**src/rtl/trigger_pkg.sv**
```systemverilog
// Shared types for the multi-stage trigger sequencer.
// Holds sizing localparams, the FSM state enum and the per-stage config record.
package trigger_pkg;

   localparam int TRIG_SAMPLE_WIDTH = 8;
   localparam int TRIG_NUM_STAGES   = 4;
   localparam int TRIG_COUNT_WIDTH  = 16;
   localparam int TRIG_SW =
      (TRIG_NUM_STAGES > 1) ? $clog2(TRIG_NUM_STAGES) : 1;

   typedef enum logic [1:0] {
      IDLE,
      PRIME,
      SEEK,
      DONE
   } trig_state_t;

   typedef struct packed {
      logic [TRIG_SAMPLE_WIDTH-1:0] rise;
      logic [TRIG_SAMPLE_WIDTH-1:0] fall;
      logic [TRIG_SAMPLE_WIDTH-1:0] lvl_mask;
      logic [TRIG_SAMPLE_WIDTH-1:0] lvl_val;
      logic [TRIG_COUNT_WIDTH-1:0]  count;
      logic                         last;
   } stage_cfg_t;

endpackage

```
**src/rtl/trigger_stage_match.sv**
```systemverilog
// Combinational match of one trigger stage against the current sample.
// Ports: cfg (stage config), data_in/prev (current/previous sample), valid -> stage_hit.
module trigger_stage_match
   import trigger_pkg::*;
(
   input  stage_cfg_t                   cfg,
   input  logic [TRIG_SAMPLE_WIDTH-1:0] data_in,
   input  logic [TRIG_SAMPLE_WIDTH-1:0] prev,
   input  logic                         valid,
   output logic                         stage_hit
);

   logic [TRIG_SAMPLE_WIDTH-1:0] term;

   // Edge selects take priority over the level mask on a channel.
   always_comb begin
      term = '1;
      for (int i = 0; i < TRIG_SAMPLE_WIDTH; i++) begin
         if (cfg.rise[i] && cfg.fall[i])
            term[i] = data_in[i] ^ prev[i];
         else if (cfg.rise[i])
            term[i] = data_in[i] & ~prev[i];
         else if (cfg.fall[i])
            term[i] = ~data_in[i] & prev[i];
         else if (cfg.lvl_mask[i])
            term[i] = (data_in[i] == cfg.lvl_val[i]);
         else
            term[i] = 1'b1;
      end
   end

   assign stage_hit = valid & (&term);

endmodule

```
**src/rtl/trigger_sequencer.sv**
```systemverilog
// Multi-stage logic-analyzer trigger: each stage must hit cfg.count+1 times.
// Ports: clock/reset_n, valid/dataIn, arm/abort, cfg_* write, armed/stage_idx/triggered/run.
module trigger_sequencer
   import trigger_pkg::*;
#(
   parameter int SAMPLE_WIDTH = TRIG_SAMPLE_WIDTH,
   parameter int NUM_STAGES   = TRIG_NUM_STAGES,
   parameter int COUNT_WIDTH  = TRIG_COUNT_WIDTH,
   parameter int SW           = TRIG_SW
)
(
   input  logic                    clock,
   input  logic                    reset_n,
   input  logic                    valid,
   input  logic [SAMPLE_WIDTH-1:0] dataIn,
   input  logic                    arm,
   input  logic                    abort,
   input  logic                    cfg_we,
   input  logic [SW-1:0]           cfg_stage,
   input  logic [SAMPLE_WIDTH-1:0] cfg_rise,
   input  logic [SAMPLE_WIDTH-1:0] cfg_fall,
   input  logic [SAMPLE_WIDTH-1:0] cfg_lvl_mask,
   input  logic [SAMPLE_WIDTH-1:0] cfg_lvl_val,
   input  logic [COUNT_WIDTH-1:0]  cfg_count,
   input  logic                    cfg_last,
   output logic                    armed,
   output logic [SW-1:0]           stage_idx,
   output logic                    triggered,
   output logic                    run
);

   trig_state_t             state_q, state_d;
   logic [SW-1:0]           stage_q, stage_d;
   logic [COUNT_WIDTH-1:0]  cnt_q, cnt_d;
   logic [SAMPLE_WIDTH-1:0] prev_q, prev_d;
   logic                    trig_q, trig_d;
   logic                    run_q, run_d;
   stage_cfg_t              cfg_q [NUM_STAGES];
   stage_cfg_t              cfg_d [NUM_STAGES];

   stage_cfg_t cur_cfg;
   stage_cfg_t new_cfg;
   logic       stage_hit;
   logic       cfg_ok;
   logic       is_final;

   assign cur_cfg = cfg_q[stage_q];

   assign new_cfg = '{rise:     cfg_rise,
                      fall:     cfg_fall,
                      lvl_mask: cfg_lvl_mask,
                      lvl_val:  cfg_lvl_val,
                      count:    cfg_count,
                      last:     cfg_last};

   assign cfg_ok = (int'(cfg_stage) < NUM_STAGES) &&
                   (state_q == IDLE || state_q == DONE);

   assign is_final = cur_cfg.last ||
                     (stage_q == SW'(NUM_STAGES - 1));

   trigger_stage_match u_match (
      .cfg       (cur_cfg),
      .data_in   (dataIn),
      .prev      (prev_q),
      .valid     (valid),
      .stage_hit (stage_hit)
   );

   always_comb begin
      state_d = state_q;
      stage_d = stage_q;
      cnt_d   = cnt_q;
      prev_d  = prev_q;
      trig_d  = 1'b0;
      run_d   = run_q;
      cfg_d   = cfg_q;
      if (abort) begin
         state_d = IDLE;
         stage_d = '0;
         cnt_d   = '0;
         run_d   = 1'b0;
      end else if (arm) begin
         state_d = PRIME;
         stage_d = '0;
         cnt_d   = '0;
         run_d   = 1'b0;
      end else begin
         if (cfg_we && cfg_ok)
            cfg_d[cfg_stage] = new_cfg;
         unique case (state_q)
            PRIME: begin
               // First sample only seeds prev so edges cannot fire on it.
               if (valid) begin
                  prev_d  = dataIn;
                  state_d = SEEK;
               end
            end
            SEEK: begin
               if (valid) begin
                  prev_d = dataIn;
                  if (stage_hit) begin
                     // >= keeps cnt saturated even if count looks stale.
                     if (cnt_q >= cur_cfg.count) begin
                        cnt_d = '0;
                        if (is_final) begin
                           state_d = DONE;
                           trig_d  = 1'b1;
                           run_d   = 1'b1;
                        end else begin
                           stage_d = stage_q + SW'(1);
                        end
                     end else begin
                        cnt_d = cnt_q + COUNT_WIDTH'(1);
                     end
                  end
               end
            end
            default: ;
         endcase
      end
   end

   always_ff @(posedge clock or negedge reset_n) begin
      if (!reset_n) begin
         state_q <= IDLE;
         stage_q <= '0;
         cnt_q   <= '0;
         prev_q  <= '0;
         trig_q  <= 1'b0;
         run_q   <= 1'b0;
         for (int i = 0; i < NUM_STAGES; i++)
            cfg_q[i] <= '0;
      end else begin
         state_q <= state_d;
         stage_q <= stage_d;
         cnt_q   <= cnt_d;
         prev_q  <= prev_d;
         trig_q  <= trig_d;
         run_q   <= run_d;
         cfg_q   <= cfg_d;
      end
   end

   assign armed     = (state_q == PRIME) || (state_q == SEEK);
   assign stage_idx = stage_q;
   assign triggered = trig_q;
   assign run       = run_q;

endmodule

```
**config.mk**
```make
export PLATFORM = sky130hd
export DESIGN_NAME = trigger_sequencer
export DESIGN_NICKNAME = d
export VERILOG_FILES = /design/src/rtl/trigger_pkg.sv /design/src/rtl/trigger_stage_match.sv /design/src/rtl/trigger_sequencer.sv
export SDC_FILE = /design/constraint.sdc
export NUM_CORES = 1
export LEC_CHECK = 0
export BUFFER_PORTS_ARGS = -buffer_cell sky130_fd_sc_hd__buf_4
export CORE_MARGIN = 4
export CORE_UTILIZATION = 66
export CTS_CLUSTER_DIAMETER = 100
export DETAILED_ROUTE_END_ITERATION = 10
export HOLD_SLACK_MARGIN = 0.05
export MAX_ROUTING_LAYER = met4
export PLACE_DENSITY = 0.88
export SYNTH_ARGS = -nofsm -noshare
export SYNTH_HDL_FRONTEND = slang
export SYNTH_SLANG_ARGS = --single-unit
```
**constraint.sdc**
```tcl
create_clock -name clock -period 6.9 [get_ports clock]
set_clock_uncertainty 0.15 [all_clocks]
set_input_delay 1.725 -clock clock [delete_from_list [all_inputs] [get_ports clock]]
set_output_delay 1.725 -clock clock [all_outputs]
set_load 0.03 [all_outputs]
```
==> run_results.csv <==
group,metric,value,unit
power,ir_drop,0.0002564,V
sta,finalSetupTns,0,ps
status,outcome,"finished, final reports clean",
placed_design,place_ws,2329,ps
detailed_routing,ant_nets,0,
synth,postSynthCellCount,920,
die,fp.dieH,140.9,um
grt,grt_pass1_vias,8379,
sta,hold_viol,0,
worst_hold_path,hold_class,"flop to flop",
worst_setup_path,worstSetupPathType,"flop to flop",
final_layout,drive_above_1_share,36.19,%
sta,worstMarginPinSlew,1212,ps
detailed_routing,route.detailed.drc,0,
grt,grt_pass1_wl,43350,um
grt,grt_usage,27.90,%
clock_network,ctsHtreeMaxLevel,1,
final_layout,instances_no_fill,1217,
synth,synthMostInstantiatedCell,"dfrtp_1",
sta,timing.final.max_slew_violations,0,
synth,synth_cell_type_count,64,
synth,syn_area_per_cell,12.68,um2
sta,slew_headroom,19.23,%
detailed_routing,drt_wl_total,26320,um
synth,synth_ff_type,"dfrtp_1",
synth,synth.top_cell.area_share,48.50,%
placed_design,dp.cells,1174,
worst_setup_path,crit_path_start_kind,"flop",
worst_setup_path,cp.required,7150,ps
synth,synth_area_leaders,"dfrtp_1 (48%), mux2_2 (19%), mux4_2 (7.0%)",
clock_network,root_buffer,"clkbuf_16",
clock_network,clockBufferDepth,3,
worst_setup_path,worst_r2r_path_depth,11,
worst_setup_path,crit_slowest_cell,"a21oi_1",
job,maxCapViolations,0,
detailed_routing,routedWlPerCell,21.63,um
placed_design,gp_congestion,0.8506,
detailed_routing,first_pass_iters,5,
die,core_region_area,17300,um2
sta,fmax,230.3,MHz
clock_network,cts_setup_buffers,0,
synth,ys_seq_area_share,48.50,%
detailed_routing,avgViaCountPerCell,6.489,
sta,whs,347.9,ps
synth,ys_seq_elements,226,
die,die_w,140.9,um
grt,grt_max_degree,118,
grt,antenna_found_initial,0,
sta,fin_ws,2558,ps
detailed_routing,vias,7897,
final_layout,antennaDiodeCount,0,
worst_setup_path,arrival,4590,ps
power,leakage,5.776,nW
worst_setup_path,critPathCaptureType,"flop",
clock_network,cts_num_sinks,226,
placed_design,port_buffers,69,
placed_design,hpwl,16770,um
final_layout,fillCellCount,1062,
synth,ys_warn_count,0,
final_layout,final_net_count,1076,
clock_network,clkLatencyLatePin,510,ps
clock_network,ctsResizeCount,0,
worst_setup_path,crit_chain,"buf_4 > mux4_2 > inv_1 > ha_1 > a21oi_1 > nor2b_1 > o21ai_0 > o211ai_1 > a21oi_1 > nor2_1 > a311o_1",
worst_setup_path,crit_path_max_incr_delay,950,ps
sta,finalSetupViolations,0,
synth,syn_area,11660,um2
die,rows,48,
die,ioPinCount,70,
detailed_routing,first_iter_violations,686,
die,dieArea,19860,um2
synth,synth_edf_count,0,
sta,period_share,62.92,%
synth,synth-async-reset-ratio,100.0,%
clock_network,cts_tree,"yes",
clock_network,cts_hold_buf,0,
synth,synthTopCellsByCount,"dfrtp_1 (226), mux2_2 (193), inv_1 (52)",
sta,rsz0062_at_grt,"no",
worst_setup_path,critPathMaxFanout,43,
worst_hold_path,worstHoldPathCells,1,
die,start_util,67.42,%
clock_network,cts-buffers-inserted,24,
synth,syn_nets,1021,
grt,gr-total-overflow,0,
worst_setup_path,cpMostUsedCell,"a21oi_1",
clock_network,clk_pin_slew,60,ps
power,powerDensity,318.9,nW/um2
sta,period_minus_slack,4342,ps
final_layout,area_delta_synth_final,12.68,%
synth,post-synth-top-area-cell,"dfrtp_1",
==> cell families after synthesis <==
kind of cell | count (synthesis) | share of synthesized area (%)
adder cells (fa/ha/maj) | 36 | 3.863
AND/OR/NAND/NOR | 183 | 8.777
AO/OA/AOI/OAI | 109 | 6.760
flip-flops | 226 | 48.50
XOR/XNOR | 18 | 1.352
buffers and inverters | 102 | 3.702
multiplexers | 246 | 27.05
==> worst paths after layout <==
path / endpoint / slack (ps) / startpoint
worst max-delay path: state_q[0] / 2560 / stage_idx[0]
worst min-delay path: cfg_q[44] / 350 / cfg_q[44]
worst max register to register: state_q[0] / 2560 / stage_idx[0]
worst min register to register: cfg_q[44] / 350 / cfg_q[44]
max in group asynchronous: cfg_q[29] / 4150 / reset_n
min in group asynchronous: cfg_q[185] / 1140 / reset_n
==> worst max-delay path: cells and delay by family, from the launching register on <==
family,cells,cell delay [ps]
compound gates,5,1710
fa+ha+maj,1,240
buf+inv,2,680
flops,1,670
mux,1,590
simple gates,2,160
==> report_power, final <==
group          internal, mW  switching, mW
sequential             1.69          0.223
combinational         0.528          0.429
clock                 0.810          0.506
==> per-layer routing <==
metal | global-route usage [%] | routed length [um] | vias up
li1 | - | - | 3504
met4 | 7.139 | 550 | 0
met5 | - | 0 | -
met1 | 38.42 | 11240 | 4096
met3 | 5.156 | 1755 | 52
met2 | 43.72 | 12780 | 245
==> flip-flops by register name, indices dropped and copies added, names as in the netlist <==
name / flops
stage_idx: 2
state_q: 2
prev_q: 8
run: 1
cnt_q: 16
triggered: 1
cfg_q: 196
==> area by class of cell <==
class	instances	area (um2)	area share [%]
Sequential cell	226	5663	43.10
Multi-Input combinational cell	592	5592	42.55
Clock buffer	38	704.4	5.361
Timing Repair Buffer	79	600.6	4.571
Tap cell	225	281.5	2.142
Inverter	52	195.2	1.485
Clock inverter	5	103.9	0.7903
==> layout by cell type, fill, tap and decap left out, drive strengths merged, types with 9 or more instances in the layout <==
cell type | Yosys | final
ha | 36 | 36
mux2 | 193 | 193
dfrtp | 226 | 226
a21oi | 16 | 16
o21ai | 25 | 25
buf | 27 | 79
and2 | 9 | 9
clkbuf | 23 | 38
nor4 | 11 | 11
nand3 | 13 | 13
inv | 52 | 52
mux2i | 17 | 17
nor3 | 12 | 12
nor2 | 25 | 25
mux4 | 36 | 36
nand2 | 47 | 47
or3 | 10 | 10
xnor2 | 12 | 12
==> through the flow <==
| step | cell area [um2] | power, mW | util (%) |
|---|---|---|---|
| 2_1_floorplan | 11660 | 2.565 | - |
| 3_3_place_gp | 12330 | 2.782 | 71.30 |
| 3_5_place_dp | 12330 | 2.864 | 71.30 |
| 4_1_cts | 13140 | 4.206 | 75.97 |
| 5_1_grt | 13140 | 4.406 | 75.97 |
| 6_report | 13140 | 4.191 | 75.97 |
No activity file was read; power rests on OpenSTA's default activity.
